File: src/rtl/fp_accum_seq_if.sv
// Stream, adder and result signals of the bf16 accumulation sequencer.
// The DUT side uses the slave modport; the driver/adder side uses master.
interface fp_accum_seq_if #(
   parameter int COUNT_W = 8
);
   logic               in_valid;
   logic               in_ready;
   logic [15:0]        in_data;
   logic               in_last;
   logic [15:0]        add_a;
   logic [15:0]        add_b;
   logic [15:0]        add_sum;
   logic               out_valid;
   logic               out_ready;
   logic [15:0]        out_data;
   logic [COUNT_W-1:0] out_count;

   modport slave (
      input  in_valid, in_data, in_last, add_sum, out_ready,
      output in_ready, add_a, add_b, out_valid, out_data, out_count
   );

   modport master (
      output in_valid, in_data, in_last, add_sum, out_ready,
      input  in_ready, add_a, add_b, out_valid, out_data, out_count
   );
endinterface

File: src/rtl/fp_accum_seq.sv
// Streaming bf16 accumulation sequencer feeding an external combinational adder.
// The first element of a packet is loaded, not added, since the adder has no zero encoding.
module fp_accum_seq #(
   parameter int COUNT_W = 8
) (
   input  logic           clk,
   input  logic           reset,
   fp_accum_seq_if.slave  bus
);

   typedef enum logic [1:0] {
      LOAD,
      ACCUM,
      ADD,
      OUT
   } state_t;

   localparam logic [COUNT_W-1:0] COUNT_MAX = '1;
   localparam logic [COUNT_W-1:0] COUNT_ONE = COUNT_W'(1);

   state_t             state;
   state_t             next_state;
   logic [15:0]        acc;
   logic [15:0]        add_a_q;
   logic [15:0]        add_b_q;
   logic [COUNT_W-1:0] count;
   logic               last_q;
   logic               in_ready_c;
   logic               out_valid_c;
   logic               accept;

   assign accept = bus.in_valid && in_ready_c;

   always_ff @(posedge clk) begin
      if (reset) begin
         state <= LOAD;
      end else begin
         state <= next_state;
      end
   end

   always_comb begin
      next_state = state;
      case (state)
         LOAD:    if (accept) next_state = bus.in_last ? OUT : ACCUM;
         ACCUM:   if (accept) next_state = ADD;
         ADD:     next_state = last_q ? OUT : ACCUM;
         OUT:     if (bus.out_ready) next_state = LOAD;
         default: next_state = LOAD;
      endcase
   end

   // Input is blocked while reset is high so nothing is lost in the reset cycle.
   always_comb begin
      in_ready_c  = 1'b0;
      out_valid_c = 1'b0;
      case (state)
         LOAD, ACCUM: in_ready_c  = !reset;
         OUT:         out_valid_c = 1'b1;
         default:     ;
      endcase
   end

   always_ff @(posedge clk) begin
      if (reset) begin
         acc     <= '0;
         add_a_q <= '0;
         add_b_q <= '0;
         count   <= '0;
         last_q  <= 1'b0;
      end else begin
         case (state)
            LOAD: begin
               if (accept) begin
                  acc   <= bus.in_data;
                  count <= COUNT_ONE;
               end
            end
            ACCUM: begin
               if (accept) begin
                  add_a_q <= acc;
                  add_b_q <= bus.in_data;
                  last_q  <= bus.in_last;
               end
            end
            ADD: begin
               acc <= bus.add_sum;
               if (count != COUNT_MAX) begin
                  count <= count + COUNT_ONE;
               end
            end
            default: ;
         endcase
      end
   end

   assign bus.in_ready  = in_ready_c;
   assign bus.out_valid = out_valid_c;
   assign bus.add_a     = add_a_q;
   assign bus.add_b     = add_b_q;
   assign bus.out_data  = acc;
   assign bus.out_count = count;

endmodule

File: src/flat_wrapper.sv
// flat-port wrapper written by rule: the top's interface ports become plain ports
module fp_accum_seq_flat 
#(
   parameter int COUNT_W = 8
)
  (clk, reset, bus_in_valid, bus_in_data, bus_in_last, bus_add_sum, bus_out_ready, bus_in_ready, bus_add_a, bus_add_b, bus_out_valid, bus_out_data, bus_out_count);
  fp_accum_seq_if #(.COUNT_W(COUNT_W)) bus_i ();
  input  logic clk;
  input  logic reset;
  input wire logic [$bits(bus_i.in_valid)-1:0] bus_in_valid;
  input wire logic [$bits(bus_i.in_data)-1:0] bus_in_data;
  input wire logic [$bits(bus_i.in_last)-1:0] bus_in_last;
  input wire logic [$bits(bus_i.add_sum)-1:0] bus_add_sum;
  input wire logic [$bits(bus_i.out_ready)-1:0] bus_out_ready;
  output wire logic [$bits(bus_i.in_ready)-1:0] bus_in_ready;
  output wire logic [$bits(bus_i.add_a)-1:0] bus_add_a;
  output wire logic [$bits(bus_i.add_b)-1:0] bus_add_b;
  output wire logic [$bits(bus_i.out_valid)-1:0] bus_out_valid;
  output wire logic [$bits(bus_i.out_data)-1:0] bus_out_data;
  output wire logic [$bits(bus_i.out_count)-1:0] bus_out_count;
  assign bus_i.in_valid = bus_in_valid;
  assign bus_i.in_data = bus_in_data;
  assign bus_i.in_last = bus_in_last;
  assign bus_i.add_sum = bus_add_sum;
  assign bus_i.out_ready = bus_out_ready;
  assign bus_in_ready = bus_i.in_ready;
  assign bus_add_a = bus_i.add_a;
  assign bus_add_b = bus_i.add_b;
  assign bus_out_valid = bus_i.out_valid;
  assign bus_out_data = bus_i.out_data;
  assign bus_out_count = bus_i.out_count;
  fp_accum_seq #(.COUNT_W(COUNT_W)) u_core (.clk(clk), .reset(reset), .bus(bus_i));
endmodule
File: config.mk
export PLATFORM = sky130hd
export DESIGN_NAME = fp_accum_seq_flat
export DESIGN_NICKNAME = d
export VERILOG_FILES = /design/src/rtl/fp_accum_seq_if.sv /design/src/rtl/fp_accum_seq.sv /design/src/flat_wrapper.sv
export SDC_FILE = /design/constraint.sdc
export NUM_CORES = 1
export LEC_CHECK = 0
export ABC_AREA = 0
export CORE_ASPECT_RATIO = 0.8
export CORE_UTILIZATION = 43
export CTS_CLUSTER_SIZE = 24
export DETAILED_ROUTE_END_ITERATION = 8
export PLACE_DENSITY = 0.79
export SETUP_SLACK_MARGIN = 0.15
export SLEW_MARGIN = 20
export SYNTH_ARGS = -nofsm -noshare
export SYNTH_HDL_FRONTEND = slang
export SYNTH_SLANG_ARGS = --single-unit
File: constraint.sdc
create_clock -name clk -period 2.1 [get_ports clk]
set_clock_uncertainty 0.05 [all_clocks]
set_input_delay 0.42 -clock clk [delete_from_list [all_inputs] [get_ports clk]]
set_output_delay 0.42 -clock clk [all_outputs]
set_load 0.02 [all_outputs]
After elaboration in Yosys (flattened, before gate mapping)
Index checks and enable logic that the tools add are counted.

storage, ports and cells
  register bits after elaboration = 59
  input bits = 37
  output and inout port bits = 58
  logic and storage cells = 37

operators by class
  $add $sub $neg = 1
  eq/ne operators = 8
  multiplexer cells = 13
  reduce and logical (&&, ||, !) cells = 9

operators with widths
  cell                 number
  $pmux 16 s2          1
  $mux 16              1
  $mux 8               2
  $pmux 8 s2           1
  $mux 2               5
  $add 8x1->8 const B  1
  $ne 8x8->1 const B   1
  $pmux 2 s4           1
  $ne 2x1->1 const B   3
  $reduce_and 3->1     2
  $eq 2x2->1 const B   2
  $reduce_and 2->1     2
  $eq 2x1->1 const B   1
  $logic_not 2->1      1
  $mux 1               2
  $ne 2x2->1 const B   1
  $reduce_bool 2->1    1
  $reduce_or 2->1      1
  $logic_and 1x1->1    1
  $logic_not 1->1      1

Longest topological paths before layout
Gate-level depths: netlist of the first run.

  word-level depth = 6
  gate-level depth with buffers = 6
  depth with buffers taken out = 5

Worst setup path after synthesis of the first run
Ideal clock, no wire load.

  kind = reg2reg
  start point = register u_core.count[0], in the netlist u_core.bus.out_count[0]
  end point = register u_core.count[6], in the netlist u_core.bus.out_count[6]
  library setup time = 0.070 ns
  arrival time = 1.728 ns
  required time = 1.980 ns
  setup slack = 0.252 ns
  cell stages (with the launch flop) = 7
  path buffers = 1
  clock period less this slack = 1.848 ns
  cells stage by stage = dfxtp_1 -> ha_1 -> and4_4 -> and3_4 -> buf_6 -> or4_1 -> a21oi_1

between the ends
  longest elaborated chain between the ends = 3
  elaborated cells between the ends (all ways) = 6
  classes of those cells = add/sub: 1; eq/ne: 2; mux: 2; reduce/logical: 1

RTL lines
  what                                                   RTL line                                source
  start, declared                                        fp_accum_seq.sv:26                      logic [COUNT_W-1:0] count;
  start signal, assigned                                 fp_accum_seq.sv:89                      count <= count + COUNT_ONE;
  $add 8x1->8 / $ne 8x8->1 (equally long branches)       fp_accum_seq.sv:89, fp_accum_seq.sv:88
  $mux 8 / $ne 2x1->1 (equally long branches)            n/a
  $pmux 8 s2 / $reduce_and 3->1 (equally long branches)  n/a

Parallel ways exist; a longest one is shown, timed or not. The select of a mux whose other input is x is not followed.
A chain may end at the register's enable or synchronous reset.

Worst setup path in the final report of the first run
  start point = register u_core.count[4], in the netlist u_core.bus.out_count[4]
  end point = output port bus_out_count[4]

RTL lines
  what           RTL line            source
  end, declared  flat_wrapper.sv:20  output wire logic [$bits(bus_i.out_count)-1:0] bus_out_count;

No word-level cell between the ends.

==> metrics.md, run 1 <==
| Metric | Value |
|---|---|
| Worst-Margin Slew | 567 ps |
| H-tree depth | 3 |
| Core ar. | 5180 um2 |
| Hold Crit Depth | 4 |
| Final WL | 6390 um |
| Post-Synthesis Cells | 283 |
| Initial Util | 0.463 |
| Clock-pin slew on the worst setup and hold paths | 60 ps |
| Post-Syn Area per Cell | 8.47 um2 |
| TritonCTS Buffers | 9 |
| Initial antenna violation count | 0 |
| P_leak | 0.00126 uW |
| Vias per cell | 5.20 |
| CTS tree | done |
| Status | finished, final reports clean |
| Unrepaired setup endpoints after global routing | false |
| Ratio of cells with drive above 1 in the final layout | 0.0818 |
| R2r startpoint | u_core.bus.out_count[0] |
| Crit start category | flop |
| Final Hold Viols | 0 |
| Root Buffer Master | clkbuf_8 |
| Ports | 95 |
| VDD IR max | 483 uV |
| Reg2reg end | u_core.bus.out_count[6] |
| CTS sink cnt | 59 |
| Die Ht | 68.8 um |
| Slew Viols, Final | 0 |
| Maximum clock path buffer count | 2 |
| CP max-delay cell | clkdlybuf4s50_1 |
| R2R setup slack | 320 ps |
| WP depth | 1 |
| Setup TNS | 0 ps |
| Layout net count | 412 |
| Ys Warns | 0 |
| Synth top cells by count | nand2_1 (69), dfxtp_1 (59), a21oi_1 (40) |
| Delay-heaviest family, CP | buffers and inverters |
| Metal2 WL | 3030 um |
| Post-DP HPWL | 4310 um |
| Req. time, crit path | 1630 ps |
| Maximum number of pins on one net before global-route repair | 56 |
| Max Clk Rate | 530 MHz |
| ANT cells | 0 |
| Initial drt markers | 89 |
| Crit path largest cell delay | 650 ps |
| Crit path time final | 1890 ps |
| DR vias | 2294 |
| Cts hold-fix bufs | 0 |
| Slew HR | 0.618 |
| Yosys top cell area share | 0.493 |
| Buffers on Ports | 94 |
| Clk_lat worst skew | 330 ps |
| Power per cell area | 789 nW/um2 |
| Critical Path AT | 1420 ps |
| First-pass GRT wire length | 10300 um |
| FF-to-FF path depth | 5 |
| DIE AREA | 5880 um2 |
| Antenna-violating nets left | 0 |
| WL/cell | 14.5 um |
| Hold_sp | reset |
| Number of synthesized flops with an enable pin | 0 |
| Placement row count | 23 |
| Final setup vio count | 0 |
| Synth Flop Type | dfxtp_1 |
| Tightest Hold Check Type | input port to flop |
| Pwr Total | 2850 uW |
| Routability Congestion | 0.769 |
| Top post-synthesis cells by area | dfxtp_1 (49%), nand2_1 (11%), a21oi_1 (8.4%) |
| Sequential share of the synthesized area | 0.493 |
| Top Metal Used | met4 |
| Crit path cell chain | clkdlybuf4s50_1 |
| Cell area after synthesis | 2400 um2 |
| Count of cell types in the netlist | 34 |
| Critical path endpoint category | output pin |
| Hold Path End | u_core.state[1] |
| Area leader, netlist | dfxtp_1 |
| Most common cell in the netlist | nand2_1 |
| Max-Cap Viols | 0 |
| FFs w/ async S/R, synth | 0 |
| Critical path buffer and inverter count | 1 |
| Final worst path period share | 0.898 |
| DRT met1 WL | 2710 um |
| Vias in the first global route | 2151 |
| Synth-to-layout area growth | 50.9% |
| Metal3 WL | 547 um |
| DR pass1 iterations | 6 |
| Die Wd | 85.5 um |
| Critical path class | flop to output pin |
| GR Overflow Total | 0 |
| Seq cells post-synth | 59 |
| CP max FO | 6 |
| Remaining DRCs | 0 |
| Syn Nets | 321 |
| GRT Util Overall | 0.233 |
## per-layer routing
layer	vias to the layer above	track usage
met5	-	0
met3	8	0.119
li1	1161	-
met1	1046	0.268
met2	79	0.375
met4	0	0.0896
## logic make-up after synthesis
| logic type | count (synthesis) | synth area share |
|---|---|---|
| compound gates | 73 | 0.184 |
| xor+xnor | 1 | 0.00366 |
| fa+ha+maj | 1 | 0.00522 |
| buf+inv | 24 | 0.0470 |
| flops | 59 | 0.493 |
| mux | 16 | 0.0668 |
| simple gates | 109 | 0.201 |
## worst min-delay path: cells and delay by family
kind	cells	cell delay [ps]
buf+inv	1	100
compound gates	2	160
simple gates	1	70
## sequential cells by signal, summed over array words and instances (netlist names)
name,count
u_core.bus.out_data,16
u_core.bus.add_a,16
u_core.bus.add_b,16
u_core.bus.out_count,8
u_core.state,2
u_core.last_q,1
## placed cells by master, fill, tap and decap left out, drive strengths merged, types with 2 or more instances in the layout
cell type	count
nand3	3
a21oi	40
clkinv	2
buf	10
or4	4
and3	3
bufinv	2
nor2	19
clkbuf	12
dlygate4sd2	2
a211oi	18
clkdlybuf4s50	90
and2	2
o31ai	4
nand2	69
dfxtp	59
nor2b	2
mux2i	16
o21ai	5
## final cells by class
class | count | area (um2)
timing repair buffer | 103 | 1030
clock inverter | 4 | 73.8
sequential | 59 | 1180
fill | 439 | 1560
multi-input combinational | 200 | 1100
tap | 62 | 77.6
inverter | 1 | 3.75
clock buffer | 12 | 145
## metrics by stage
step           cells  setup WS [ps]  utilization  cell area [um2]  hold WS (ps)
5_1_grt          441            173        0.698             3620           416
3_3_place_gp     425           90.3        0.656             3400           391
3_5_place_dp     425           42.6        0.656             3400           396
6_report         441            215        0.698             3620           401
2_1_floorplan    283            252            -             2400           383
4_1_cts          441            189        0.698             3610           378
## where the power goes
part           switching [uW]  internal [uW]  leakage, uW  total (uW)
logic                     243            243     0.000671         486
clock network             441            702     0.000111        1140
registers                47.1           1180     0.000480        1230
## worst max path at each step
stage | from | to | slack, ps
after CTS | u_core.bus.out_count[3] | bus_out_count[3] | 190
after global placement | bus_in_valid | u_core.bus.out_count[7] | 90
after global routing | u_core.bus.out_count[2] | bus_out_count[2] | 170
after floorplan | u_core.bus.out_count[0] | u_core.bus.out_count[6] | 250
after detailed placement | bus_in_valid | u_core.bus.out_count[7] | 40
final | u_core.bus.out_count[4] | bus_out_count[4] | 210
## what timing repair did
| item | CTS | global route |
|---|---|---|
| gates cloned | 0 | 0 |
| setup buffers | 0 | 0 |
| endpoints found under the setup margin | 2 | 1 |
| resized for setup | 3 | 1 |
(Power assumes the default switching activity.)
==> run 2: changes to the inputs <==
- ABC_CLOCK_PERIOD_IN_PS: default -> 2100
==> results of run 2 <==
Final layout, timing and power as in run 1 (identical DEF).
==> patch, RTL diff (flow settings as in run 1) <==
The 4 states of `state_t` get a one-hot encoding in 4 bits.
--- a/src/rtl/fp_accum_seq.sv
+++ b/src/rtl/fp_accum_seq.sv
@@ -10,7 +10,7 @@
 
-   typedef enum logic [1:0] {
-      LOAD,
-      ACCUM,
-      ADD,
-      OUT
+   typedef enum logic [3:0] {
+      LOAD  = 4'b0001,
+      ACCUM = 4'b0010,
+      ADD   = 4'b0100,
+      OUT   = 4'b1000
    } state_t;
Function: no difference found for any inputs over 10 cycles, from zero or initial values and one cycle with reset high; not proved beyond that.
==> patch against run 1 <==
Largest power group unchanged; total power shrank 1.5%; final cell count grew 12%; critical endpoint is now bus_out_valid; area after synthesis grew 4.9%; design area grew 6.3%; worst setup slack lost 0.025 ns; clock power shrank 11%; sequential cell count grew 2; wire length grew 16%; count of clock-buffer cells in the layout shrank 2.
==> patch: results (changes against run 1) <==
stage,metric,value,unit,change
status,status,"complete, no violations",,unchanged
setup_path,slowest_delay,0.39,ns,was 0.65 ns
setup_path,rrSetupSlack,0.21,ns,was 0.32 ns
cells_and_area,drive_gt1_share,11.6,%,was 8.18%
setup_path,worst-endpoint-arrival,1.44,ns,was 1.42 ns
placement,placed_area,3610,sq um,was 3400 sq um
cells_and_area,nNetsFinal,448,,was 412
power_and_ir_drop,ir_worst_vdd,425,uV,was 483 uV
setup_path,cp_slowest_cell,dfxtp_2,,was clkdlybuf4s50_1
synthesis,synth_cell_type_count,43,,was 34
synthesis,synth-compound-area-share,20.1,%,was 18.4%
cells_and_area,fillers,479,,was 439
global_route,first_global_vias,2475,,was 2151
sta,max_slew_margin,64.8,%,was 61.8%
placement,place.gp.congestion,0.807,,was 0.769
synthesis,synthTopCellsByCount,"nand2_1 (93), dfxtp_1 (61), a21oi_1 (38), nor2_1 (24), clkbuf_1 (15)",,"was nand2_1 (69), dfxtp_1 (59), a21oi_1 (40), nor2_1 (19), a211oi_1 (18)"
cells_and_area,seq_cell_count,61,,was 59
sta,hold_ws,0.340,ns,was 0.401 ns
drt,drtIter0Drc,188,,was 89
drt,first_pass_iters,4,,was 6
cells_and_area,buf_share,28.2,%,was 28.4%
drt,met3RoutedLength,654,um,was 547 um
cells_and_area,seq_share,31.8,%,was 32.7%
synthesis,yosysSeqAreaShare,48.6,%,was 49.3%
global_route,track_usage,24.9,%,was 23.3%
cells_and_area,multi_input_comb_cells,223,,was 200
die,core-area,5530,sq um,was 5180 sq um
setup_path,rr_endpoint,u_core.bus.out_count[1]$_SDFFE_PP0P_,,was u_core.bus.out_count[6]$_SDFFE_PP0P_
global_route,grt_pass1_wl,11600,um,was 10300 um
placement,dp.cells,477,,was 425
synthesis,synthAdderAreaFrac,0.498,%,was 0.522%
drt,wl_met1,3340,um,was 2710 um
synthesis,syn-mean-instance-area,8.13,sq um,was 8.47 sq um
hold_path,hold_path_end,u_core.state[3]$_SDFFE_PP0P_,,was u_core.state[1]$_SDFFE_PP0P_
hold_path,min_path_cells,2,,was 4
cells_and_area,clkCellAreaFrac,4.98,%,was 6.06%
global_route,grt_max_degree,31,,was 56
patch: changes by cell type after synthesis, moves of 3 or more:
| cell | delta |
|---|---|
| nand2_1 | +24 |
| mux2i_1 | -16 |
| nor2_1 | +5 |
| nor4_1 | +3 |
| o31ai_1 | -4 |
| or4_1 | -3 |
| a211oi_1 | -14 |
| a222oi_1 | +6 |
| a311oi_1 | +10 |
patch: timing repair:
item / CTS / global route
setup endpoints to repair: 4 / 22
pin swaps: 0 / 1
setup buffers: 0 / 0
gates resized for setup: 6 / 11
patch: power by group through the flow:
stage / logic [W] / registers [W] / clock network (W)
after floorplan: 0.000226 / 0.00131 / 0
after global placement: 0.000485 / 0.00129 / 0
after detailed placement: 0.000498 / 0.00129 / 0
after CTS: 0.000500 / 0.00127 / 0.00104
after global routing: 0.000556 / 0.00128 / 0.00108
final: 0.000519 / 0.00127 / 0.00102
patch: routing by layer:
metal / vias to the layer above / GRT usage [%]
met3: 13 / 9.34
met4: 0 / 7.65
met2: 117 / 38.3
met5: - / 0
met1: 1252 / 32.4
li1: 1280 / -
patch: worst max-delay path by stage:
stage,startpoint,endpoint,slack (ns),depth (start not counted)
floorplan,u_core.state[1]$_SDFFE_PP0P_,u_core.state[3]$_SDFFE_PP0P_,0.26,4
global route,bus_in_valid,u_core.bus.out_data[10]$_SDFFE_PP0P_,0.15,6
global placement,bus_in_valid,u_core.bus.out_data[0]$_SDFFE_PP0P_,-0.01,5
CTS,u_core.bus.out_count[0]$_SDFFE_PP0P_,bus_out_count[0],0.17,1
finish,u_core.state[0]$_SDFFE_PP1P_,bus_out_valid,0.19,2
detailed placement,bus_in_valid,u_core.bus.out_data[6]$_SDFFE_PP0P_,-0.1,6
